$ cat src/rtl/dmem_access_ctrl_pkg.sv
// Shared types for the data-memory access controller.
//   basic_data_t      : 32-bit data word moved between pipeline and memory
//   dmem_ctrl_state_e : controller FSM states
//   is_aligned()      : decides whether a load/store may be issued as-is
package dmem_access_ctrl_pkg;

  localparam int unsigned DATA_W = 32;
  localparam int unsigned BE_W   = 4;

  typedef logic [DATA_W-1:0] basic_data_t;

  typedef enum logic [1:0] {
    S_IDLE  = 2'd0,
    S_ISSUE = 2'd1,
    S_WAIT  = 2'd2,
    S_DONE  = 2'd3
  } dmem_ctrl_state_e;

  // Loads are always full words; stores are checked against their byte-enable shape.
  function automatic logic is_aligned(input logic            is_write,
                                      input logic [BE_W-1:0] wenable,
                                      input logic [1:0]      addr_lo);
    logic ok;
    ok = 1'b0;
    if (!is_write) begin
      ok = (addr_lo == 2'b00);
    end else begin
      case (wenable)
        4'b1111:                            ok = (addr_lo == 2'b00);
        4'b0011, 4'b1100:                   ok = !addr_lo[0];
        4'b0001, 4'b0010, 4'b0100, 4'b1000: ok = 1'b1;
        default:                            ok = 1'b0;
      endcase
    end
    return ok;
  endfunction

endpackage

$ cat src/rtl/dmem_access_ctrl_if.sv
// Bundle of pipeline-request, memory-bus and response signals.
//   slave  : seen by the controller (takes requests, drives memory + response)
//   master : seen by the environment (pipeline stage + data memory)
interface dmem_access_ctrl_if #(
  parameter int unsigned ADDR_W = 32
);

  logic                                          reqValid;
  logic                                          reqWrite;
  logic [ADDR_W-1:0]                             reqAddr;
  logic [dmem_access_ctrl_pkg::BE_W-1:0]         reqWEnable;
  dmem_access_ctrl_pkg::basic_data_t             reqWData;
  logic                                          flush;

  logic                                          memReq;
  logic [ADDR_W-1:0]                             memAddr;
  logic [dmem_access_ctrl_pkg::BE_W-1:0]         memWEnable;
  dmem_access_ctrl_pkg::basic_data_t             memWData;
  logic                                          memAck;
  dmem_access_ctrl_pkg::basic_data_t             memRData;

  logic                                          stall;
  logic                                          respValid;
  dmem_access_ctrl_pkg::basic_data_t             respData;
  logic                                          fault;

  modport slave (
    input  reqValid, reqWrite, reqAddr, reqWEnable, reqWData, flush,
    input  memAck, memRData,
    output memReq, memAddr, memWEnable, memWData,
    output stall, respValid, respData, fault
  );

  modport master (
    output reqValid, reqWrite, reqAddr, reqWEnable, reqWData, flush,
    output memAck, memRData,
    input  memReq, memAddr, memWEnable, memWData,
    input  stall, respValid, respData, fault
  );

endinterface

$ cat src/rtl/dmem_access_ctrl_align.sv
// Combinational alignment decode for an incoming request.
//   is_write/wenable/addr_lo : request kind, byte enables, low address bits
//   aligned                  : 1 when the request can be issued unchanged
module dmem_access_ctrl_align
  import dmem_access_ctrl_pkg::*;
(
  input  logic            is_write,
  input  logic [BE_W-1:0] wenable,
  input  logic [1:0]      addr_lo,
  output logic            aligned
);

  assign aligned = is_aligned(is_write, wenable, addr_lo);

endmodule

$ cat src/rtl/dmem_access_ctrl.sv
// Data-memory access controller: accepts one load/store from the memory-access
// stage, issues it to data memory, waits for ack (with timeout) and returns the
// result to write-back.
//   clk, rst : clock, synchronous active-high reset
//   bus      : request / memory / response signals (slave modport)
module dmem_access_ctrl
  import dmem_access_ctrl_pkg::*;
#(
  parameter int unsigned TIMEOUT_CYCLES = 255,
  parameter int unsigned ADDR_W         = 32
) (
  input  logic                clk,
  input  logic                rst,
  dmem_access_ctrl_if.slave   bus
);

  localparam int unsigned CNT_W = (TIMEOUT_CYCLES < 1) ? 1 : $clog2(TIMEOUT_CYCLES + 1);

  dmem_ctrl_state_e  state_q, state_d;
  logic [ADDR_W-1:0] addr_q, addr_d;
  logic [BE_W-1:0]   we_q, we_d;
  basic_data_t       wdata_q, wdata_d;
  logic              write_q, write_d;
  logic              cancel_q, cancel_d;
  logic [CNT_W-1:0]  cnt_q, cnt_d;
  basic_data_t       resp_data_q, resp_data_d;
  logic              fault_q, fault_d;

  logic aligned_c;
  logic accept_c;

  dmem_access_ctrl_align u_align (
    .is_write (bus.reqWrite),
    .wenable  (bus.reqWEnable),
    .addr_lo  (bus.reqAddr[1:0]),
    .aligned  (aligned_c)
  );

  assign accept_c = (state_q == S_IDLE) && bus.reqValid && !bus.flush && aligned_c;

  // State and datapath registers
  always_ff @(posedge clk) begin
    if (rst) begin
      state_q     <= S_IDLE;
      addr_q      <= '0;
      we_q        <= '0;
      wdata_q     <= '0;
      write_q     <= 1'b0;
      cancel_q    <= 1'b0;
      cnt_q       <= '0;
      resp_data_q <= '0;
      fault_q     <= 1'b0;
    end else begin
      state_q     <= state_d;
      addr_q      <= addr_d;
      we_q        <= we_d;
      wdata_q     <= wdata_d;
      write_q     <= write_d;
      cancel_q    <= cancel_d;
      cnt_q       <= cnt_d;
      resp_data_q <= resp_data_d;
      fault_q     <= fault_d;
    end
  end

  // Next state and next datapath values
  always_comb begin
    state_d     = state_q;
    addr_d      = addr_q;
    we_d        = we_q;
    wdata_d     = wdata_q;
    write_d     = write_q;
    cancel_d    = cancel_q;
    cnt_d       = cnt_q;
    resp_data_d = resp_data_q;
    fault_d     = 1'b0;

    case (state_q)
      S_IDLE: begin
        if (accept_c) begin
          state_d  = S_ISSUE;
          addr_d   = bus.reqAddr;
          we_d     = bus.reqWrite ? bus.reqWEnable : '0;
          wdata_d  = bus.reqWrite ? bus.reqWData : '0;
          write_d  = bus.reqWrite;
          cancel_d = 1'b0;
        end else if (bus.reqValid && !bus.flush && !aligned_c) begin
          fault_d = 1'b1;
        end
      end
      S_ISSUE: begin
        state_d = S_WAIT;
        cnt_d   = '0;
        // A flushed store has already committed, so only loads get cancelled.
        if (bus.flush && !write_q) cancel_d = 1'b1;
      end
      S_WAIT: begin
        if (bus.flush && !write_q) cancel_d = 1'b1;
        if (bus.memAck) begin
          state_d     = S_DONE;
          resp_data_d = write_q ? '0 : bus.memRData;
        end else if (cnt_q == CNT_W'(TIMEOUT_CYCLES)) begin
          state_d = S_IDLE;
          fault_d = 1'b1;
        end else begin
          cnt_d = cnt_q + CNT_W'(1);
        end
      end
      S_DONE: begin
        state_d = S_IDLE;
      end
      default: begin
        state_d = S_IDLE;
      end
    endcase
  end

  // Outputs; stall must rise in the accepting cycle so the stage freezes at once.
  always_comb begin
    bus.memReq    = (state_q == S_ISSUE);
    bus.stall     = (state_q == S_ISSUE) || (state_q == S_WAIT) || accept_c;
    bus.respValid = (state_q == S_DONE) && !cancel_q;
  end

  assign bus.memAddr    = addr_q;
  assign bus.memWEnable = we_q;
  assign bus.memWData   = wdata_q;
  assign bus.respData   = resp_data_q;
  assign bus.fault      = fault_q;

endmodule
$ cat src/flat_wrapper.sv
// flat-port wrapper written by rule: the top's interface ports become plain ports
module dmem_access_ctrl_flat import dmem_access_ctrl_pkg::*;
#(
  parameter int unsigned TIMEOUT_CYCLES = 255,
  parameter int unsigned ADDR_W         = 32
)
  (clk, rst, bus_reqValid, bus_reqWrite, bus_reqAddr, bus_reqWEnable, bus_reqWData, bus_flush, bus_memAck, bus_memRData, bus_memReq, bus_memAddr, bus_memWEnable, bus_memWData, bus_stall, bus_respValid, bus_respData, bus_fault);
  dmem_access_ctrl_if #(.ADDR_W(ADDR_W)) bus_i ();
  input  logic clk;
  input  logic rst;
  input wire logic [$bits(bus_i.reqValid)-1:0] bus_reqValid;
  input wire logic [$bits(bus_i.reqWrite)-1:0] bus_reqWrite;
  input wire logic [$bits(bus_i.reqAddr)-1:0] bus_reqAddr;
  input wire logic [$bits(bus_i.reqWEnable)-1:0] bus_reqWEnable;
  input wire logic [$bits(bus_i.reqWData)-1:0] bus_reqWData;
  input wire logic [$bits(bus_i.flush)-1:0] bus_flush;
  input wire logic [$bits(bus_i.memAck)-1:0] bus_memAck;
  input wire logic [$bits(bus_i.memRData)-1:0] bus_memRData;
  output wire logic [$bits(bus_i.memReq)-1:0] bus_memReq;
  output wire logic [$bits(bus_i.memAddr)-1:0] bus_memAddr;
  output wire logic [$bits(bus_i.memWEnable)-1:0] bus_memWEnable;
  output wire logic [$bits(bus_i.memWData)-1:0] bus_memWData;
  output wire logic [$bits(bus_i.stall)-1:0] bus_stall;
  output wire logic [$bits(bus_i.respValid)-1:0] bus_respValid;
  output wire logic [$bits(bus_i.respData)-1:0] bus_respData;
  output wire logic [$bits(bus_i.fault)-1:0] bus_fault;
  assign bus_i.reqValid = bus_reqValid;
  assign bus_i.reqWrite = bus_reqWrite;
  assign bus_i.reqAddr = bus_reqAddr;
  assign bus_i.reqWEnable = bus_reqWEnable;
  assign bus_i.reqWData = bus_reqWData;
  assign bus_i.flush = bus_flush;
  assign bus_i.memAck = bus_memAck;
  assign bus_i.memRData = bus_memRData;
  assign bus_memReq = bus_i.memReq;
  assign bus_memAddr = bus_i.memAddr;
  assign bus_memWEnable = bus_i.memWEnable;
  assign bus_memWData = bus_i.memWData;
  assign bus_stall = bus_i.stall;
  assign bus_respValid = bus_i.respValid;
  assign bus_respData = bus_i.respData;
  assign bus_fault = bus_i.fault;
  dmem_access_ctrl #(.TIMEOUT_CYCLES(TIMEOUT_CYCLES), .ADDR_W(ADDR_W)) u_core (.clk(clk), .rst(rst), .bus(bus_i));
endmodule
$ cat config.mk
export PLATFORM = sky130hd
export DESIGN_NAME = dmem_access_ctrl_flat
export DESIGN_NICKNAME = d
export VERILOG_FILES = /design/src/rtl/dmem_access_ctrl_pkg.sv /design/src/rtl/dmem_access_ctrl_if.sv /design/src/rtl/dmem_access_ctrl_align.sv /design/src/rtl/dmem_access_ctrl.sv /design/src/flat_wrapper.sv
export SDC_FILE = /design/constraint.sdc
export NUM_CORES = 1
export LEC_CHECK = 0
export CORE_ASPECT_RATIO = 1.2
export CORE_MARGIN = 10
export CORE_UTILIZATION = 30
export CTS_BUF_LIST = sky130_fd_sc_hd__clkbuf_2 sky130_fd_sc_hd__clkbuf_4 sky130_fd_sc_hd__clkbuf_8
export CTS_CLUSTER_DIAMETER = 50
export DETAILED_ROUTE_END_ITERATION = 6
export GPL_TIMING_DRIVEN = 0
export PLACE_DENSITY = 0.63
export SETUP_SLACK_MARGIN = 0.3
export SLEW_MARGIN = 20
export SYNTH_ARGS = -nofsm -noshare
export SYNTH_HDL_FRONTEND = slang
export SYNTH_HIERARCHICAL = 1
export SYNTH_SLANG_ARGS = --single-unit
$ cat constraint.sdc
create_clock -name clk -period 2.11 [get_ports clk]
set_input_delay 0.3165 -clock clk [delete_from_list [all_inputs] [get_ports clk]]
set_output_delay 0.3165 -clock clk [all_outputs]
set_load 0.005 [all_outputs]
==> out/metrics.cfg <==
[logic_synthesis]
synth_fa_ha_area_frac = 0.0141
synth.avg_cell_area_um2 = 8.27
synth_top_cells_by_count = 113 x sky130_fd_sc_hd__dfxtp_1, 112 x sky130_fd_sc_hd__nand2_1, 106 x sky130_fd_sc_hd__a21oi_1, 42 x sky130_fd_sc_hd__nand3_1, 35 x sky130_fd_sc_hd__nor2_1
ys_seq_elements = 113
largest_family_of_logic_cells_by_synthesized_area = simple AND/OR/NAND/NOR gates
yosysWarnings = 6
synth-xor-area-share = 0.00198
synth_nets = 647
synthSimpleGateAreaFrac = 0.263
most_frequently_used_cell_type_in_the_post_synthesis_netlist = sky130_fd_sc_hd__dfxtp_1
synth-main-ff-cell = sky130_fd_sc_hd__dfxtp_1
synth_top_area_cell = sky130_fd_sc_hd__dfxtp_1
async_reset_ff_frac = 0
synthCells = 536
synth_cell_type_count = 42
yosys.area.top_type_share = 0.510
netlist_top_cells_area = sky130_fd_sc_hd__dfxtp_1 51%, sky130_fd_sc_hd__a21oi_1 12%, sky130_fd_sc_hd__nand2_1 9.5%, sky130_fd_sc_hd__nor3b_1 5.4%, sky130_fd_sc_hd__nand3_1 4.7%
yosys-mux-area-fraction = 0
netlist_area_um2 = 4430
synth_compound_area_frac = 0.165
sequential_to_total_area_share_from_yosys_stat = 0.510
synth_edf_count = 0

[die]
die_x_um = 131
die_area_um2 = 20100
initial_core_util = 0.307
fp-row-count = 48
design.portCount = 210
die_y_um = 153
core_area_um2 = 14400

[hold_path]
path_type_of_the_worst_min_delay_path = in2reg
holdPathStages = 3
startpoint_of_the_most_critical_hold_path = bus_reqWEnable[1]

[finish]
final_layout_size_suffix_gt1_frac = 0.222
num-nets-final = 897
post-route-cell-area_um2 = 8210
layout-area-overhead-vs-synth_pct = 85.3
final_instance_count_excl_fillers = 974
antenna_cells = 0

[worst_setup_path]
critical_path_peak_fanout = 6
worst-r2r-cell-count = 10
crit_start = bus_reqWEnable[1]
cp-start-kind = input pin
timing.setup.critical_path_class = in2out
required_ns = 1.79
r2r-start = u_core/state_q[1]
worst_ep_arrival_time_ns = 1.66
end_kind = primary output

[timing]
max_freq_ghz = 0.505
finalClockSkew_ns = 0.0105
min_period_over_period = 0.939
timing.final.setup_violations = 0
worst_hold_slack_ns = 0.164
layout_min_cycle_time_ns = 1.98
grt_setup_unrepaired = true
hold_viol_final = 0
fin_max_slew_vios = 0
setup_tns_ns = 0
timing.slew.headroom = 0.489
max_slew.worst_pin.slew_ns = 0.766

[job]
max_cap_violations = 0

[power]
power.share.switching = 0.255
power.share.sequential = 0.393
leakage_uw = 0.00287
internal_power_consumption_uw = 4320
peakVddDrop_uv = 470
power.density_nw_per_um2 = 706
combinationalPowerShare = 0.203
p_sw_uw = 1480
clock_power_share = 0.404
total_power_uw = 5800

[cts]
cts_inserted_buffers = 17
clock_latency_at_the_later_pin_of_the_worst_skew_pair_ns = 0.44
cts_root_buffer_type = sky130_fd_sc_hd__clkbuf_8
hold_buffers = 0
clock_transition_at_the_registers_of_the_reported_paths_ns = 0.07
htree_num_levels = 4
cts_tree = done
clock_path_buffers = 2
clock_sinks = 113

[global_route]
number_of_global_route_vias_before_repair = 5130
grtUsageTotal = 0.167
grt_pass1_wl_mm = 26.5
grt_antenna_before_repair = 1
grt.overflow.total = 0
maximum_number_of_pins_on_one_net_before_global_route_repair = 17

[drt]
drt_pass1_iterations = 4
routed.top_layer = met5
drtIter0Drc = 196
route.detailed.drc = 0
vias = 4834
drt.antenna.violating_nets = 0
met3WireLength_mm = 2.13
post_drt_wl_per_cell_um = 18.4
drt_wl_total_mm = 17.9
viasPerCell = 4.96
dr_wl_met2_mm = 8.75
route.layer.met1.wl_mm = 6.63

[placement]
detailed_place.area_um2 = 6770
numPlacedInstances = 919
placement.io_buffers = 208
hpwl_mm = 12.9
place_congestion = 0.759

[status]
status = completed

[routing by layer]
layer	up-vias	GRT usage
met1	2261	0.165
met5	-	0
met2	189	0.283
li1	2350	-
met4	2	0.0668
met3	32	0.0927
[worst paths after layout]
path,to,slack [ns]
min,u_core/bus.memWEnable[1],0.16
max reg2reg,u_core/bus.memAddr[6],0.27
max,bus_stall,0.13
min reg2reg,u_core/bus.memWData[15],0.46
[critical path, stage by stage]
cell and delay (ns):
sky130_fd_sc_hd__buf_8 0.10, sky130_fd_sc_hd__or4b_4 0.54, sky130_fd_sc_hd__o311ai_4 0.09, sky130_fd_sc_hd__a221o_1 0.25, sky130_fd_sc_hd__nand4b_1 0.14, sky130_fd_sc_hd__nand2b_1 0.10
sky130_fd_sc_hd__buf_2 0.12
[metrics by stage]
| stage | setup WS [ns] | utilization |
|---|---|---|
| after CTS | 0.129 | 0.540 |
| after global placement | -1.26 | 0.469 |
| final | 0.130 | 0.570 |
| after global routing | 0.0205 | 0.570 |
| after floorplan | 0.181 | - |
| after detailed placement | -1.29 | 0.469 |
[cells by family (layout without fill, tap and decap cells)]
family	after synthesis	in the layout
DFF	113	113
AOI/OAI and AO/OA	129	129
buffers and inverters	47	310
xor gates and xnor gates	1	1
and+or+nand+nor	241	241
adders and majority gates	5	5
[cell usage in the layout, fill, tap and decap left out, types with 7 or more instances in the layout]
cell / synthesis / final
sky130_fd_sc_hd__nand2_2: 0 / 10
sky130_fd_sc_hd__clkbuf_8: 0 / 22
sky130_fd_sc_hd__a21oi_2: 0 / 39
sky130_fd_sc_hd__nor3b_1: 32 / 32
sky130_fd_sc_hd__nand2_1: 112 / 71
sky130_fd_sc_hd__buf_8: 0 / 11
sky130_fd_sc_hd__clkbuf_1: 28 / 20
sky130_fd_sc_hd__nand2_4: 0 / 31
sky130_fd_sc_hd__nor2_1: 35 / 35
sky130_fd_sc_hd__clkbuf_16: 0 / 7
sky130_fd_sc_hd__buf_4: 1 / 9
sky130_fd_sc_hd__dfxtp_1: 113 / 112
sky130_fd_sc_hd__buf_6: 1 / 9
sky130_fd_sc_hd__clkdlybuf4s50_1: 0 / 199
sky130_fd_sc_hd__nand3_1: 42 / 42
sky130_fd_sc_hd__a21oi_1: 106 / 67
[state kept, by name, summed over array words and instances (netlist names)]
name	flops
u_core/write_q	1
u_core/bus.memWData	32
u_core/cnt_q	8
u_core/bus.fault	1
u_core/bus.memWEnable	4
u_core/bus.memAddr	32
u_core/bus.respData	32
u_core/state_q	2
u_core/cancel_q	1
[power by group through the flow]
stage                     logic (µW)  clock network (µW)  registers [µW]
after floorplan                  400                   0            2310
after global placement           906                   0            2310
after detailed placement         922                   0            2310
after CTS                       1070                2410            2270
after global routing            1270                2490            2290
final                           1170                2340            2280
[area by class of cell]
cell class / count / area, µm²
flip-flops and latches: 113 / 2260
multi-input cells: 376 / 2430
fillers: 1300 / 6200
plain buffers: 43 / 377
clock buffers: 23 / 310
clock inverters: 9 / 151
inverters: 4 / 15.0
repair buffers: 231 / 2440
well taps: 175 / 219
[timing repair]
action / 4_1_cts / 5_1_grt
buffers inserted: 11 / 2
pin swaps: 35 / 56
gates cloned: 8 / 2
resized for setup: 112 / 98
setup endpoints to repair: 86 / 106
(Power assumes the default switching activity.)
